File: config.mk
export PLATFORM = sky130hd
export DESIGN_NAME = svm_dot_product
export DESIGN_NICKNAME = d
export VERILOG_FILES = /design/src/rtl/svm_pkg.sv /design/src/rtl/svm_mac.sv /design/src/rtl/svm_dot_product.sv
export SDC_FILE = /design/constraint.sdc
export NUM_CORES = 1
export LEC_CHECK = 0
export BUFFER_PORTS_ARGS = -buffer_cell sky130_fd_sc_hd__buf_2
export CORE_MARGIN = 2
export CORE_UTILIZATION = 40
export DETAILED_ROUTE_END_ITERATION = 10
export SLEW_MARGIN = 5
export SYNTH_ARGS = -nofsm -noshare
export SYNTH_HDL_FRONTEND = slang
export SYNTH_SLANG_ARGS = --single-unit
export TNS_END_PERCENT = 1
File: constraint.sdc
create_clock -name clk -period 5.8 [get_ports clk]
set_clock_uncertainty 0.05 [all_clocks]
set_input_delay 0.58 -clock clk [delete_from_list [all_inputs] [get_ports clk]]
set_output_delay 0.58 -clock clk [all_outputs]
set_load 0.02 [all_outputs]
File: src/rtl/svm_pkg.sv
// -----------------------------------------------------------------------------
// svm_pkg
// Shared constants and types for the SVM dot-product datapath.
//   IMG_SIZE / IMG_BASE : image geometry in the deskew BRAM
//   FRAC_BITS / FX_ONE  : Q2.14 fixed-point format of pixels and SV words
//   dot_state_t         : control FSM states of svm_dot_product
//   fx_t                : one signed Q2.14 word
// Optional build macro used by svm_mac: SVM_DOT_SAT_EN (saturating accumulate).
// -----------------------------------------------------------------------------
package svm_pkg;

    localparam int IMG_SIZE  = 784;
    localparam int IMG_BASE  = 784;
    localparam int FRAC_BITS = 14;
    localparam logic [15:0] FX_ONE = 16'h4000;

    typedef enum logic [1:0] {
        IDLE  = 2'd0,
        FETCH = 2'd1,
        DRAIN = 2'd2,
        DONE  = 2'd3
    } dot_state_t;

    typedef logic signed [15:0] fx_t;

endpackage : svm_pkg

File: src/rtl/svm_mac.sv
// -----------------------------------------------------------------------------
// svm_mac
// Two-stage signed multiply-accumulate: registered full-precision product,
// then sign-extended add into the accumulator.
// Build option: SVM_DOT_SAT_EN defined -> each add saturates to the ACC_WIDTH
// signed range and ovf latches on the first saturating add; otherwise the
// accumulator wraps modulo 2^ACC_WIDTH and ovf stays 0.
// Ports:
//   clk    in   clock
//   reset  in   async active-high reset (clears valid, acc, ovf)
//   clr    in   synchronous clear of acc and ovf at the start of a run
//   valid  in   a/b carry a valid pixel/SV pair this cycle
//   a, b   in   signed WIDTH operands
//   acc    out  signed ACC_WIDTH accumulator
//   ovf    out  sticky saturation flag
// -----------------------------------------------------------------------------
module svm_mac
    import svm_pkg::*;
#(
    parameter int WIDTH     = 16,
    parameter int ACC_WIDTH = 40
) (
    input  logic                        clk,
    input  logic                        reset,
    input  logic                        clr,
    input  logic                        valid,
    input  logic signed [WIDTH-1:0]     a,
    input  logic signed [WIDTH-1:0]     b,
    output logic signed [ACC_WIDTH-1:0] acc,
    output logic                        ovf
);

    localparam int PROD_W = 2 * WIDTH;

    logic signed [PROD_W-1:0]    prod_p2_q;
    logic                        vld_p2_q;
    logic signed [ACC_WIDTH-1:0] acc_q;
    logic                        ovf_q;
    logic signed [ACC_WIDTH-1:0] prod_ext;
    logic [ACC_WIDTH:0]          add_res;

    // Returns {overflow_flag, next_acc}.
    function automatic logic [ACC_WIDTH:0] acc_add(
        input logic signed [ACC_WIDTH-1:0] x,
        input logic signed [ACC_WIDTH-1:0] y
    );
`ifdef SVM_DOT_SAT_EN
        logic [ACC_WIDTH:0] s;
        s = {x[ACC_WIDTH-1], x} + {y[ACC_WIDTH-1], y};
        // Top two bits disagree only when the true sum left the signed range.
        if (s[ACC_WIDTH] != s[ACC_WIDTH-1]) begin
            if (s[ACC_WIDTH])
                acc_add = {1'b1, 1'b1, {(ACC_WIDTH-1){1'b0}}};
            else
                acc_add = {1'b1, 1'b0, {(ACC_WIDTH-1){1'b1}}};
        end else begin
            acc_add = {1'b0, s[ACC_WIDTH-1:0]};
        end
`else
        acc_add = {1'b0, x + y};
`endif
    endfunction

    // Stage p2: product register (data only, gated by valid).
    always_ff @(posedge clk) begin
        if (valid)
            prod_p2_q <= a * b;
    end

    always_ff @(posedge clk or posedge reset) begin
        if (reset)
            vld_p2_q <= 1'b0;
        else
            vld_p2_q <= valid;
    end

    always_comb begin
        prod_ext = {{(ACC_WIDTH-PROD_W){prod_p2_q[PROD_W-1]}}, prod_p2_q};
        add_res  = acc_add(acc_q, prod_ext);
    end

    // Stage p3: accumulate.
    always_ff @(posedge clk or posedge reset) begin
        if (reset) begin
            acc_q <= '0;
            ovf_q <= 1'b0;
        end else if (clr) begin
            acc_q <= '0;
            ovf_q <= 1'b0;
        end else if (vld_p2_q) begin
            acc_q <= add_res[ACC_WIDTH-1:0];
            ovf_q <= ovf_q | add_res[ACC_WIDTH];
        end
    end

    assign acc = acc_q;
    assign ovf = ovf_q;

endmodule : svm_mac

File: src/rtl/svm_dot_product.sv
// -----------------------------------------------------------------------------
// svm_dot_product
// Streams IMG_SIZE deskewed Q2.14 pixels from image BRAM together with one
// support vector from SV memory and accumulates their signed dot product
// (Q12.28). Control FSM: IDLE -> FETCH -> DRAIN -> DONE -> IDLE.
// Build option: SVM_DOT_SAT_EN (saturating accumulator, see svm_mac).
// Ports:
//   clk, reset        clock, async active-high reset
//   start, sv_index   launch a run (only while ready) using support vector sv_index
//   ready             idle / result valid
//   done              one-cycle completion pulse
//   dot, ovf          result and sticky overflow of the last run
//   img_address/en    image BRAM read port, img_in_data returns 1 cycle later
//   sv_address/en     SV memory read port, sv_in_data returns 1 cycle later
// -----------------------------------------------------------------------------
module svm_dot_product
    import svm_pkg::*;
#(
    parameter int WIDTH         = 16,
    parameter int ADDR_WIDTH    = 11,
    parameter int IMG_SIZE      = svm_pkg::IMG_SIZE,
    parameter int IMG_BASE      = svm_pkg::IMG_BASE,
    parameter int SV_ADDR_WIDTH = 20,
    parameter int SV_IDX_WIDTH  = 10,
    parameter int ACC_WIDTH     = 40
) (
    input  logic                     clk,
    input  logic                     reset,
    input  logic                     start,
    input  logic [SV_IDX_WIDTH-1:0]  sv_index,
    output logic                     ready,
    output logic                     done,
    output logic [ACC_WIDTH-1:0]     dot,
    output logic                     ovf,
    output logic [ADDR_WIDTH-1:0]    img_address,
    input  logic [WIDTH-1:0]         img_in_data,
    output logic                     img_en,
    output logic [SV_ADDR_WIDTH-1:0] sv_address,
    input  logic [WIDTH-1:0]         sv_in_data,
    output logic                     sv_en
);

    localparam int CNT_W = (IMG_SIZE > 1) ? $clog2(IMG_SIZE) : 1;

    dot_state_t                  state_q, state_d;
    logic [CNT_W-1:0]            cnt_q, cnt_d;
    logic                        en_q, en_d;
    logic [ADDR_WIDTH-1:0]       img_addr_q, img_addr_d;
    logic [SV_ADDR_WIDTH-1:0]    sv_addr_q, sv_addr_d;
    logic [SV_ADDR_WIDTH-1:0]    sv_base_q, sv_base_d;
    logic                        ready_q, ready_d;
    logic                        done_q, done_d;
    logic signed [ACC_WIDTH-1:0] dot_q, dot_d;
    logic                        vld_p1_q;
    logic                        clr;
    logic signed [ACC_WIDTH-1:0] mac_acc;
    logic                        mac_ovf;

    always_comb begin
        state_d    = state_q;
        cnt_d      = cnt_q;
        en_d       = 1'b0;
        img_addr_d = img_addr_q;
        sv_addr_d  = sv_addr_q;
        sv_base_d  = sv_base_q;
        ready_d    = ready_q;
        done_d     = 1'b0;
        dot_d      = dot_q;
        clr        = 1'b0;

        case (state_q)
            IDLE: begin
                if (start) begin
                    state_d   = FETCH;
                    cnt_d     = '0;
                    // Truncated to the SV address width; the caller keeps the index in range.
                    sv_base_d = SV_ADDR_WIDTH'(sv_index) * SV_ADDR_WIDTH'(IMG_SIZE);
                    ready_d   = 1'b0;
                    clr       = 1'b1;
                end
            end
            FETCH: begin
                en_d       = 1'b1;
                img_addr_d = ADDR_WIDTH'(IMG_BASE) + ADDR_WIDTH'(cnt_q);
                sv_addr_d  = sv_base_q + SV_ADDR_WIDTH'(cnt_q);
                if (cnt_q == CNT_W'(IMG_SIZE - 1))
                    state_d = DRAIN;
                else
                    cnt_d = cnt_q + 1'b1;
            end
            DRAIN: begin
                // Once neither the address nor the data stage holds a pair, the
                // last product is being accumulated on this edge.
                if (!en_q && !vld_p1_q)
                    state_d = DONE;
            end
            DONE: begin
                done_d  = 1'b1;
                ready_d = 1'b1;
                dot_d   = mac_acc;
                state_d = IDLE;
            end
            default: state_d = IDLE;
        endcase
    end

    // Stage p0: registered address/enable issue; stage p1: memory data valid.
    always_ff @(posedge clk or posedge reset) begin
        if (reset) begin
            state_q    <= IDLE;
            cnt_q      <= '0;
            en_q       <= 1'b0;
            img_addr_q <= '0;
            sv_addr_q  <= '0;
            sv_base_q  <= '0;
            ready_q    <= 1'b1;
            done_q     <= 1'b0;
            dot_q      <= '0;
            vld_p1_q   <= 1'b0;
        end else begin
            state_q    <= state_d;
            cnt_q      <= cnt_d;
            en_q       <= en_d;
            img_addr_q <= img_addr_d;
            sv_addr_q  <= sv_addr_d;
            sv_base_q  <= sv_base_d;
            ready_q    <= ready_d;
            done_q     <= done_d;
            dot_q      <= dot_d;
            vld_p1_q   <= en_q;
        end
    end

    svm_mac #(
        .WIDTH     (WIDTH),
        .ACC_WIDTH (ACC_WIDTH)
    ) u_mac (
        .clk   (clk),
        .reset (reset),
        .clr   (clr),
        .valid (vld_p1_q),
        .a     (img_in_data),
        .b     (sv_in_data),
        .acc   (mac_acc),
        .ovf   (mac_ovf)
    );

    assign ready       = ready_q;
    assign done        = done_q;
    assign dot         = dot_q;
    assign ovf         = mac_ovf;
    assign img_address = img_addr_q;
    assign img_en      = en_q;
    assign sv_address  = sv_addr_q;
    assign sv_en       = en_q;

endmodule : svm_dot_product

==> results of run 1 <==
cell type report:
| cell class | instances | area (sq um) | share of cell area |
|---|---|---|---|
| multi-input combinational | 1409 | 13600 | 0.603 |
| sequential | 172 | 4470 | 0.198 |
| timing repair buffer | 265 | 1810 | 0.0800 |
| inverter | 365 | 1380 | 0.0609 |
| tap | 615 | 769 | 0.0341 |
| clock buffer | 21 | 460 | 0.0204 |
| clock inverter | 11 | 83.8 | 0.00371 |
Yosys cell counts, types with 16 or more instances:
library cell,number,area [sq um]
sky130_fd_sc_hd__dfrtp_1,139,3480
sky130_fd_sc_hd__nand3_1,18,90.1
sky130_fd_sc_hd__inv_1,365,1370
sky130_fd_sc_hd__mux2i_1,20,200
sky130_fd_sc_hd__fa_1,269,5390
sky130_fd_sc_hd__xnor2_1,64,561
sky130_fd_sc_hd__and2_1,127,795
sky130_fd_sc_hd__mux2_2,53,597
sky130_fd_sc_hd__o21ai_0,48,240
sky130_fd_sc_hd__edfxtp_1,32,961
sky130_fd_sc_hd__nand2_1,209,785
sky130_fd_sc_hd__a21oi_1,84,420
sky130_fd_sc_hd__o21a_1,17,128
sky130_fd_sc_hd__ha_1,170,2130
sky130_fd_sc_hd__a21o_1,31,233
sky130_fd_sc_hd__xor2_1,29,254
sky130_fd_sc_hd__clkbuf_1,51,191
sky130_fd_sc_hd__nor3_1,16,80.1
sky130_fd_sc_hd__nor2_1,103,387
worst max-delay path: cells and delay by family:
kind            cells  cell delay (ns)
fa+ha+maj           7             3.29
compound gates      4             0.84
simple gates        4             0.43
buf+inv             6             0.56
xor+xnor            1             0.11
registers in the layout (all words and copies together), names as in the netlist:
register and flops:
img_en 1, sv_base_q 16, u_mac.prod_p2_q 32, cnt_q 10, done 1, img_address 11, u_mac.vld_p2_q 1, ready 1
sv_address 16, state_q 2, dot 40, u_mac.acc 40, vld_p1_q 1
metal layers:
metal / global-route usage / share of wire / routed length (um) / vias up
met5: 0 / 0 / 0 / -
li1: - / - / - / 6803
met4: 0.0378 / 0.014 / 612 / 0
met2: 0.310 / 0.49 / 21100 / 234
met1: 0.238 / 0.47 / 20100 / 6831
met3: 0.0183 / 0.032 / 1390 / 44
kinds of logic after synthesis:
kind of cell | Yosys count
simple gates | 543
fa+ha+maj | 439
buf+inv | 429
compound gates | 260
flops | 172
xor+xnor | 93
mux | 73
other cells | 1
worst paths after layout:
path                                       from  slack, ns  cells after the start             endpoint
worst max-delay path            img_in_data[10]       0.13                     22  u_mac.prod_p2_q[27]
worst min-delay path                      reset       0.30                      2         u_mac.acc[6]
worst max register to register       state_q[1]       2.59                      9             cnt_q[9]
worst min register to register           img_en       0.42                      0             vld_p1_q
max in group asynchronous                 reset       4.26                      3       u_mac.vld_p2_q
min in group clk                    sv_index[3]       0.35                      3         sv_base_q[7]
per-stage QoR:
step           cell area, sq um   util
2_1_floorplan             19700      -
5_1_grt                   22600  0.471
3_5_place_dp              21800  0.456
6_report                  22600  0.471
4_1_cts                   22400  0.467
3_3_place_gp              21800  0.456
==> key figures, run 1 <==
Run status
  • Status: finished clean

Yosys
  • Cells after Synth: between 2000 and 2500
  • Portion of netlist area occupied by mux cells: 0.0409
  • Post-synthesis share of cell area spent on and, or, nand and nor gates: 0.134
  • Synthesized-area fraction occupied by ao, oa, aoi and oai cells: 0.0850
  • Proportion of register bits with asynchronous set or reset after synthesis: 0.814
  • Primary flip-flop cell chosen by synthesis mapping: sky130_fd_sc_hd__dfrtp_1
  • Total of flip-flops plus latches after synthesis: 172
  • Mapped Nets: ~2500
  • Number of synthesized flops with an enable pin: 32
  • Portion of the post-synthesis area used by sequential elements: 0.229
  • Synth Area per Inst: 9.70 sq um
  • Number of distinct library cells after synthesis: 61
  • Area of the mapped netlist: around 19000 sq um
  • Adder-cell area share of the yosys netlist: 0.385
  • Total number of yosys warnings: 0
  • Synthesized-area fraction occupied by xor and xnor cells: 0.0418
  • Dominant combinational cell family by area after synthesis: adder cells

Timing
  • Setup repair after global routing missed its margin: yes
  • Headroom to the max-slew limit: 0.296
  • Shortest clock period the worst path allows after layout: about 5.7 ns
  • Worst hold margin: about 0.30 ns
  • Highest attainable clock frequency: 176 MHz
  • Transition time of the tightest slew-check pin: between 1 and 1.5 ns
  • Final setup violating endpoints: 0
  • PnR worst setup slack: approximately 0.13 ns
  • Max-slew violation total from the final report: 0
  • Final hold viol count: 0
  • Final cycle utilization of the critical path: 0.977
  • Setup TNS: 0 ns

Clock network
  • Clk root buf: sky130_fd_sc_hd__clkbuf_16
  • Number of buffers created by CTS: 17
  • Level count of the clock H-tree: 4
  • Post-CTS repair timing setup buffer count: 0
  • Clk slew on worst S/H paths: 0.07 ns
  • Number of resized instances in the post-cts repair step: 0
  • Hold buffers post-CTS: 0
  • Num Clock Sinks: approximately 170
  • TritonCTS clock tree: yes
  • Maximum buffer depth of the clock tree: 2
  • Clock insertion delay at the later pin of the skew report: 0.43 ns

Finish
  • Ant diodes: 0
  • Share of post-route cells with drive strength above 1: 0.186
  • Layout net count: approximately 2700
  • Count of placed standard cells in the final layout, fillers left out: between 2000 and 3000
  • Synthesis-to-finish area growth: 15.8%
  • Fillers: 4543
  • Most common cell after layout, fill and taps aside: sky130_fd_sc_hd__inv_1
  • Most used cells in the layout excluding fill and tap cells: sky130_fd_sc_hd__inv_1 (361), sky130_fd_sc_hd__fa_1 (262), sky130_fd_sc_hd__nand2_1 (202)

Route
  • Via density per instance: between 4 and 5
  • Number of antenna-violating nets in the routed design: 0
  • Routed wirelength normalized by instance count: roughly 15 um
  • Number of remaining DRC errors: 0
  • Aggregate routed wire length: around 43000 um
  • Router iterations before antenna repair: 6
  • Number of violations reported at the end of detailed-routing iteration 0: between 500 and 600
  • Routed vias: about 14000

Floorplanning
  • Cell row count: 80
  • Die outline width: between 200 and 250 um
  • IO Count: around 120
  • Die height: between 200 and 250 um
  • Effective utilization at floorplan: 0.407
  • Overall die area: just over 50000 sq um
  • Area of the core: ~48000 sq um

Setup path
  • Arrival time worst endpoint: between 5 and 6 ns
  • Element type at the critical path start: input pin
  • Kind of capture point of the worst setup path: register
  • Chain of cells forming the critical path: clkbuf_4 -> and2_4 -> fa_1 -> inv_1 -> fa_1 -> fa_1 -> inv_1 -> fa_1 -> fa_1 -> inv_1 -> fa_1 -> inv_1 -> ha_4 -> nand2_2 -> nor2_2 -> nand2_1 -> o211ai_1 -> a311oi_2 -> o21ai_2 -> a41oi_2 -> buf_4 -> xnor2_1
  • Class of the most critical setup path: input pin to register
  • Slowest cell on the critical path: sky130_fd_sc_hd__fa_1
  • Delay contributed by the slowest stage of the critical path: ~0.55 ns
  • CP max FO: 10
  • Critical Path RT: 5.93 ns
  • Most frequent cell on the critical path: sky130_fd_sc_hd__fa_1

Global routing
  • Total Routing Usage GR: 0.177
  • Total congestion overflow: 0
  • Largest net degree at the start of global routing: just under 100
  • Initial antenna violation count: 0
  • Vias in the first global route: around 15000
  • Wire length of the first global-routing pass: between 70000 and 80000 um

Placement
  • Post-Place Setup Slack: -0.405 ns
  • Count of input and output buffers: between 100 and 150
  • Global placement routability congestion: roughly 0.9
  • Cell count after placement: ~2800
  • Detailed placer's ending HPWL: approximately 36000 um

Job
  • Max-capacitance violation count: 0

Hold path
  • Min-Delay Path Class: input pin to asynchronous set/reset pin
Power of run 1 is not shown: default switching activity piles up to over one toggle a cycle in this logic, so the estimate is an artifact.
==> run 2: changes to the inputs <==
--- a/config.mk
+++ b/config.mk
@@ -7,7 +7,8 @@
 export LEC_CHECK = 0
 export BUFFER_PORTS_ARGS = -buffer_cell sky130_fd_sc_hd__buf_2
 export CORE_MARGIN = 2
-export CORE_UTILIZATION = 40
+export CORE_UTILIZATION = 45
+export CTS_BUF_LIST = sky130_fd_sc_hd__clkbuf_8
 export DETAILED_ROUTE_END_ITERATION = 10
 export SLEW_MARGIN = 5
 export SYNTH_ARGS = -nofsm -noshare
==> key figures, run 2 (same netlist as run 1, synthesis figures left out) <==
Timing
  • Transition time of the tightest slew-check pin: 1.03 ns (was 1.06 ns)
  • PnR worst setup slack: 0.125 ns (was 0.133 ns)
  • Highest attainable clock frequency: 176 MHz (about the same)
  • Max-slew violation total from the final report: 0 (unchanged)
  • Headroom to the max-slew limit: 0.313 (was 0.296)
  • Worst hold margin: 0.194 ns (was 0.303 ns)
  • Shortest clock period the worst path allows after layout: 5.68 ns (was 5.67 ns)
  • Final setup violating endpoints: 0 (unchanged)
  • Setup repair after global routing missed its margin: yes (unchanged)
  • Final cycle utilization of the critical path: 0.979 (was 0.977)
  • Final hold viol count: 0 (unchanged)

Setup path
  • Slowest cell on the critical path: sky130_fd_sc_hd__fa_1 (unchanged)
  • Critical Path RT: 6.00 ns (was 5.93 ns)
  • Arrival time worst endpoint: 5.88 ns (was 5.80 ns)
  • Crit path max-delay family: adder cells (unchanged)
  • Delay contributed by the slowest stage of the critical path: 0.52 ns (was 0.55 ns)
  • Kind of capture point of the worst setup path: register (unchanged)
  • Chain of cells forming the critical path: clkbuf_4 -> and2_4 -> fa_1 -> inv_1 -> fa_1 -> fa_1 -> inv_1 -> fa_1 -> fa_1 -> inv_1 -> fa_1 -> inv_1 -> ha_4 -> nand2_1 -> o21a_1 -> o21ai_1 -> a22oi_2 -> a31oi_4 -> a211oi_2 -> o31ai_1 -> a21oi_1 -> xnor2_1 (was clkbuf_4 -> and2_4 -> fa_1 -> inv_1 -> fa_1 -> fa_1 -> inv_1 -> fa_1 -> fa_1 -> inv_1 -> fa_1 -> inv_1 -> ha_4 -> nand2_2 -> nor2_2 -> nand2_1 -> o211ai_1 -> a311oi_2 -> o21ai_2 -> a41oi_2 -> buf_4 -> xnor2_1)
  • CP max FO: 11 (was 10)
  • Element type at the critical path start: input pin (unchanged)
  • Most frequent cell on the critical path: sky130_fd_sc_hd__fa_1 (unchanged)
  • Class of the most critical setup path: input pin to register (unchanged)
  • Worst path bufs/invs: 5 (was 6)

Floorplanning
  • Cell row count: 76 (was 80)
  • Effective utilization at floorplan: 0.455 (was 0.407)
  • IO Count: 121 (unchanged)
  • Die height: 212 um (was 225 um)
  • Area of the core: 42900 sq um (was 47900 sq um)
  • Die outline width: 212 um (was 225 um)
  • Overall die area: 45000 sq um (was 50500 sq um)

Global routing
  • Wire length of the first global-routing pass: 74200 um (was 72600 um)
  • Total Routing Usage GR: 0.205 (was 0.177)
  • Total congestion overflow: 0 (unchanged)
  • Largest net degree at the start of global routing: 92 (was 98)
  • Initial antenna violation count: 0 (unchanged)
  • Vias in the first global route: 15000 (was 14700)

Hold path
  • Min-Delay Path Class: input pin to asynchronous set/reset pin (unchanged)

Route
  • Number of antenna-violating nets in the routed design: 0 (unchanged)
  • Router iterations before antenna repair: 4 (was 6)
  • Aggregate routed wire length: 43200 um (about the same)
  • Routed vias: 14000 (was 13900)
  • Number of violations reported at the end of detailed-routing iteration 0: 516 (was 557)
  • Number of remaining DRC errors: 0 (unchanged)
  • Routed wirelength normalized by instance count: 15.3 um (was 15.1 um)
  • Via density per instance: 4.94 (was 4.87)

Finish
  • Finished Cell Area: 22400 sq um (was 22600 sq um)
  • Flip-flop and latch area: 4470 sq um (about the same)
  • Synthesis-to-finish area growth: 14.7% (was 15.8%)
  • Most common cell after layout, fill and taps aside: sky130_fd_sc_hd__inv_1 (unchanged)
  • Share of post-route cells with drive strength above 1: 0.182 (was 0.186)
  • Layout net count: 2718 (was 2714)
  • Fillers: 3985 (was 4543)
  • Area used by multi-input combinational logic: 13600 sq um (about the same)
  • Most used cells in the layout excluding fill and tap cells: sky130_fd_sc_hd__inv_1 (362), sky130_fd_sc_hd__fa_1 (263), sky130_fd_sc_hd__nand2_1 (204) (was sky130_fd_sc_hd__inv_1 (361), sky130_fd_sc_hd__fa_1 (262), sky130_fd_sc_hd__nand2_1 (202))
  • Ant diodes: 0 (unchanged)

Clock network
  • Hold buffers post-CTS: 0 (unchanged)
  • Number of buffers created by CTS: 17 (unchanged)
  • Num Clock Sinks: 172 (unchanged)
  • Maximum buffer depth of the clock tree: 2 (unchanged)
  • TritonCTS clock tree: yes (unchanged)
  • Clk slew on worst S/H paths: 0.10 ns (was 0.07 ns)
  • Clock insertion delay at the later pin of the skew report: 0.49 ns (was 0.43 ns)
  • Level count of the clock H-tree: 4 (unchanged)
  • Clk root buf: sky130_fd_sc_hd__clkbuf_8 (was sky130_fd_sc_hd__clkbuf_16)

Placement
  • Detailed placer's ending HPWL: 36200 um (was 36100 um)
  • Count of input and output buffers: 119 (unchanged)
  • Global placement routability congestion: 0.882 (was 0.901)
  • Post-Place Setup Slack: -0.478 ns (was -0.405 ns)
  • Post-Place Cell Area: 21800 sq um (about the same)

Run status
  • Status: finished clean (unchanged)

Job
  • Max-capacitance violation count: 0 (unchanged)
==> run 2: changes by cell type in the layout (fill, tap and decap cells not counted), moves of 3 or more <==
cell / change
sky130_fd_sc_hd__clkbuf_16: -17
sky130_fd_sc_hd__clkinv_4: +5
sky130_fd_sc_hd__buf_2: +7
sky130_fd_sc_hd__inv_6: -3
sky130_fd_sc_hd__a21oi_1: +4
sky130_fd_sc_hd__bufinv_16: +3
sky130_fd_sc_hd__clkbuf_8: +16
sky130_fd_sc_hd__clkbuf_4: +5
sky130_fd_sc_hd__a21oi_2: -4
sky130_fd_sc_hd__buf_6: -8
==> run 2: area by class of cell <==
type	count	share of cell area
Clock buffer	18	0.0111
Multi-Input combinational cell	1409	0.607
Inverter	365	0.0615
Sequential cell	172	0.200
Tap cell	585	0.0327
Clock inverter	14	0.00845
Timing Repair Buffer	269	0.0800
==> run 2: final timing paths <==
kind / start / end / slack (ns) / cells after the start
min in group clk: sv_index[0] / sv_base_q[4] / 0.30 / 3
setup reg to reg: state_q[1] / cnt_q[9] / 2.65 / 9
max in group asynchronous: reset / dot[35] / 4.30 / 3
setup / recovery: sv_in_data[4] / u_mac.prod_p2_q[30] / 0.12 / 22
hold / removal: reset / sv_address[4] / 0.19 / 2
hold reg to reg: img_en / vld_p1_q / 0.41 / 0
==> run 2: per-stage QoR <==
stage / TNS, ns / instances / utilization
2_1_floorplan: -0.0628 / 2010 / -
3_3_place_gp: -3.28 / 2798 / 0.509
3_5_place_dp: -4.19 / 2798 / 0.509
4_1_cts: 0 / 2830 / 0.519
5_1_grt: -0.0877 / 2832 / 0.521
6_report: 0 / 2832 / 0.521
==> run 2: routing by layer <==
metal,vias to the layer above,track usage,part of all wire
met5,-,0,0
met4,0,0.0556,0.019
met3,44,0.0235,0.030
met2,222,0.349,0.48
met1,6908,0.280,0.47
li1,6818,-,-
==> run 2: repair_timing <==
item | 4_1_cts | 5_1_grt
buffers inserted | 0 | 3
endpoints found under the setup margin | 0 | 9
gates resized for setup | 0 | 28
endpoints found under the hold margin | 0 | 0
==> run 2: worst register-to-register path, cell delays in order, from the launching register on <==
cell and delay, ns:
sky130_fd_sc_hd__dfrtp_1 0.43, sky130_fd_sc_hd__inv_1 0.12, sky130_fd_sc_hd__ha_2 0.83, sky130_fd_sc_hd__nor2_1 0.12, sky130_fd_sc_hd__a311oi_1 0.65, sky130_fd_sc_hd__and3_1 0.27
sky130_fd_sc_hd__and3_1 0.22, sky130_fd_sc_hd__nand4_1 0.12, sky130_fd_sc_hd__xor2_1 0.18, sky130_fd_sc_hd__nor2_1 0.05
Power of run 2 is left out for the same reason.
==> run 3: changes to the inputs <==
--- a/config.mk
+++ b/config.mk
@@ -10,7 +10,8 @@
 export CORE_UTILIZATION = 45
 export CTS_BUF_LIST = sky130_fd_sc_hd__clkbuf_8
 export DETAILED_ROUTE_END_ITERATION = 10
-export SLEW_MARGIN = 5
+export RECOVER_POWER = 50
+export SLEW_MARGIN = 20
 export SYNTH_ARGS = -nofsm -noshare
 export SYNTH_HDL_FRONTEND = slang
 export SYNTH_SLANG_ARGS = --single-unit
==> key figures, run 3 (same netlist as run 1, synthesis figures left out) <==
Setup path
  • Number of cell instances on the worst register-to-register path: 9 (unchanged)
  • Class of the most critical setup path: input pin to register (unchanged)
  • Kind of capture point of the worst setup path: register (unchanged)
  • Element type at the critical path start: input pin (unchanged)
  • Critical Path RT: 6.00 ns (about the same)
  • CP max FO: 11 (unchanged)
  • Arrival time worst endpoint: 5.88 ns (about the same)

Finish
  • Most common cell after layout, fill and taps aside: sky130_fd_sc_hd__inv_1 (unchanged)
  • Synthesis-to-finish area growth: 14.3% (was 14.7%)
  • Share of post-route cells with drive strength above 1: 0.161 (was 0.182)
  • Layout net count: 2718 (unchanged)
  • Ant diodes: 0 (unchanged)
  • Most used cells in the layout excluding fill and tap cells: sky130_fd_sc_hd__inv_1 (362), sky130_fd_sc_hd__fa_1 (263), sky130_fd_sc_hd__nand2_1 (204) (unchanged)

Route
  • Aggregate routed wire length: 43300 um (was 43200 um)
  • Router iterations before antenna repair: 5 (was 4)
  • Number of antenna-violating nets in the routed design: 0 (unchanged)
  • Number of violations reported at the end of detailed-routing iteration 0: 552 (was 516)
  • Routed wirelength normalized by instance count: 15.3 um (about the same)
  • Via density per instance: 4.94 (about the same)
  • Routed vias: 14000 (about the same)
  • Number of remaining DRC errors: 0 (unchanged)

Floorplanning
  • IO Count: 121 (unchanged)
  • Cell row count: 76 (unchanged)
  • Die outline width: 212 um (unchanged)
  • Overall die area: 45000 sq um (unchanged)
  • Die height: 212 um (unchanged)
  • Area of the core: 42900 sq um (unchanged)
  • Effective utilization at floorplan: 0.455 (unchanged)

Global routing
  • Largest net degree at the start of global routing: 92 (unchanged)
  • Vias in the first global route: 15000 (unchanged)
  • Initial antenna violation count: 0 (unchanged)
  • Total Routing Usage GR: 0.205 (unchanged)
  • Total congestion overflow: 0 (unchanged)
  • Wire length of the first global-routing pass: 74200 um (unchanged)

Timing
  • Final setup violating endpoints: 0 (unchanged)
  • Final cycle utilization of the critical path: 0.980 (was 0.979)
  • Final hold viol count: 0 (unchanged)
  • Transition time of the tightest slew-check pin: 4.01 ns (was 1.03 ns)
  • Setup repair after global routing missed its margin: yes (unchanged)
  • Max-slew violation total from the final report: 220 (was 0)
  • Highest attainable clock frequency: 176 MHz (about the same)
  • Worst hold margin: 0.298 ns (was 0.194 ns)
  • Headroom to the max-slew limit: -1.69 (was 0.313)
  • Shortest clock period the worst path allows after layout: 5.68 ns (about the same)

Clock network
  • Maximum buffer depth of the clock tree: 2 (unchanged)
  • Clock insertion delay at the later pin of the skew report: 0.49 ns (about the same)
  • Number of buffers created by CTS: 17 (unchanged)
  • Num Clock Sinks: 172 (unchanged)
  • Clk slew on worst S/H paths: 0.10 ns (about the same)
  • Clk root buf: sky130_fd_sc_hd__clkbuf_8 (unchanged)
  • Level count of the clock H-tree: 4 (unchanged)
  • TritonCTS clock tree: yes (unchanged)

Run status
  • Violations in the final reports: max-capacitance violations, max-slew violations
  • Status: finished with violations (was finished clean)

Job
  • Max-capacitance violation count: 4 (was 0)

Placement
  • Global placement routability congestion: 0.882 (unchanged)
  • Count of input and output buffers: 119 (unchanged)
  • Detailed placer's ending HPWL: 36200 um (unchanged)

Hold path
  • Number of cells on the worst hold path: 3
  • Min-Delay Path Class: input pin to register (was input pin to asynchronous set/reset pin)
==> run 3: repair_timing <==
item	4_1_cts	5_1_grt
buffers inserted	0	3
gates resized for setup	0	28
setup endpoints to repair	0	9
hold buffers	0	0
==> run 3: path summary, 6_finish.rpt <==
kind,start,to,slack (ns)
setup reg to reg,state_q[1],cnt_q[9],2.08
setup / recovery,sv_in_data[4],u_mac.prod_p2_q[30],0.12
hold / removal,sv_index[0],sv_base_q[4],0.30
max in group asynchronous,reset,dot[35],1.92
min in group asynchronous,reset,sv_address[4],1.23
hold reg to reg,img_en,vld_p1_q,0.41
==> run 3: stage by stage <==
step | utilization | instances | setup TNS, ns | instance area [sq um] | setup WS [ns]
after floorplan | - | 2010 | -0.0628 | 19700 | -0.0253
after global placement | 0.509 | 2798 | -3.28 | 21800 | -0.383
after detailed placement | 0.509 | 2798 | -4.19 | 21800 | -0.478
after CTS | 0.519 | 2830 | 0 | 22300 | 0.0702
after global routing | 0.520 | 2832 | -0.0877 | 22300 | -0.0330
final | 0.520 | 2832 | 0 | 22300 | 0.119
==> run 3: layout make-up <==
| class | instances | area, sq um |
|---|---|---|
| tap | 585 | 732 |
| clock buffer | 18 | 248 |
| inverter | 365 | 1370 |
| timing repair buffer | 269 | 1730 |
| fill | 4009 | 20600 |
| multi-input combinational | 1409 | 13600 |
| clock inverter | 14 | 189 |
| sequential | 172 | 4470 |
==> run 3: critical path: stages <==
cell and delay (ns):
sky130_fd_sc_hd__clkbuf_4 0.18, sky130_fd_sc_hd__and2_4 0.19, sky130_fd_sc_hd__fa_1 0.52, sky130_fd_sc_hd__inv_1 0.05, sky130_fd_sc_hd__fa_1 0.47, sky130_fd_sc_hd__fa_1 0.51
sky130_fd_sc_hd__inv_1 0.06, sky130_fd_sc_hd__fa_1 0.50, sky130_fd_sc_hd__fa_1 0.50, sky130_fd_sc_hd__inv_1 0.05, sky130_fd_sc_hd__fa_1 0.47, sky130_fd_sc_hd__inv_1 0.06
sky130_fd_sc_hd__ha_4 0.28, sky130_fd_sc_hd__nand2_1 0.09, sky130_fd_sc_hd__o21a_1 0.19, sky130_fd_sc_hd__o21ai_1 0.23, sky130_fd_sc_hd__a22oi_2 0.15, sky130_fd_sc_hd__a31oi_4 0.19
sky130_fd_sc_hd__a211oi_2 0.12, sky130_fd_sc_hd__o31ai_1 0.25, sky130_fd_sc_hd__a21oi_1 0.12, sky130_fd_sc_hd__xnor2_1 0.13
==> run 3: layer usage <==
metal | track usage | wire, um
met1 | 0.280 | 20600
met2 | 0.349 | 20600
met3 | 0.0235 | 1290
met4 | 0.0556 | 808
met5 | 0 | 0
Power of run 3 is left out for the same reason.
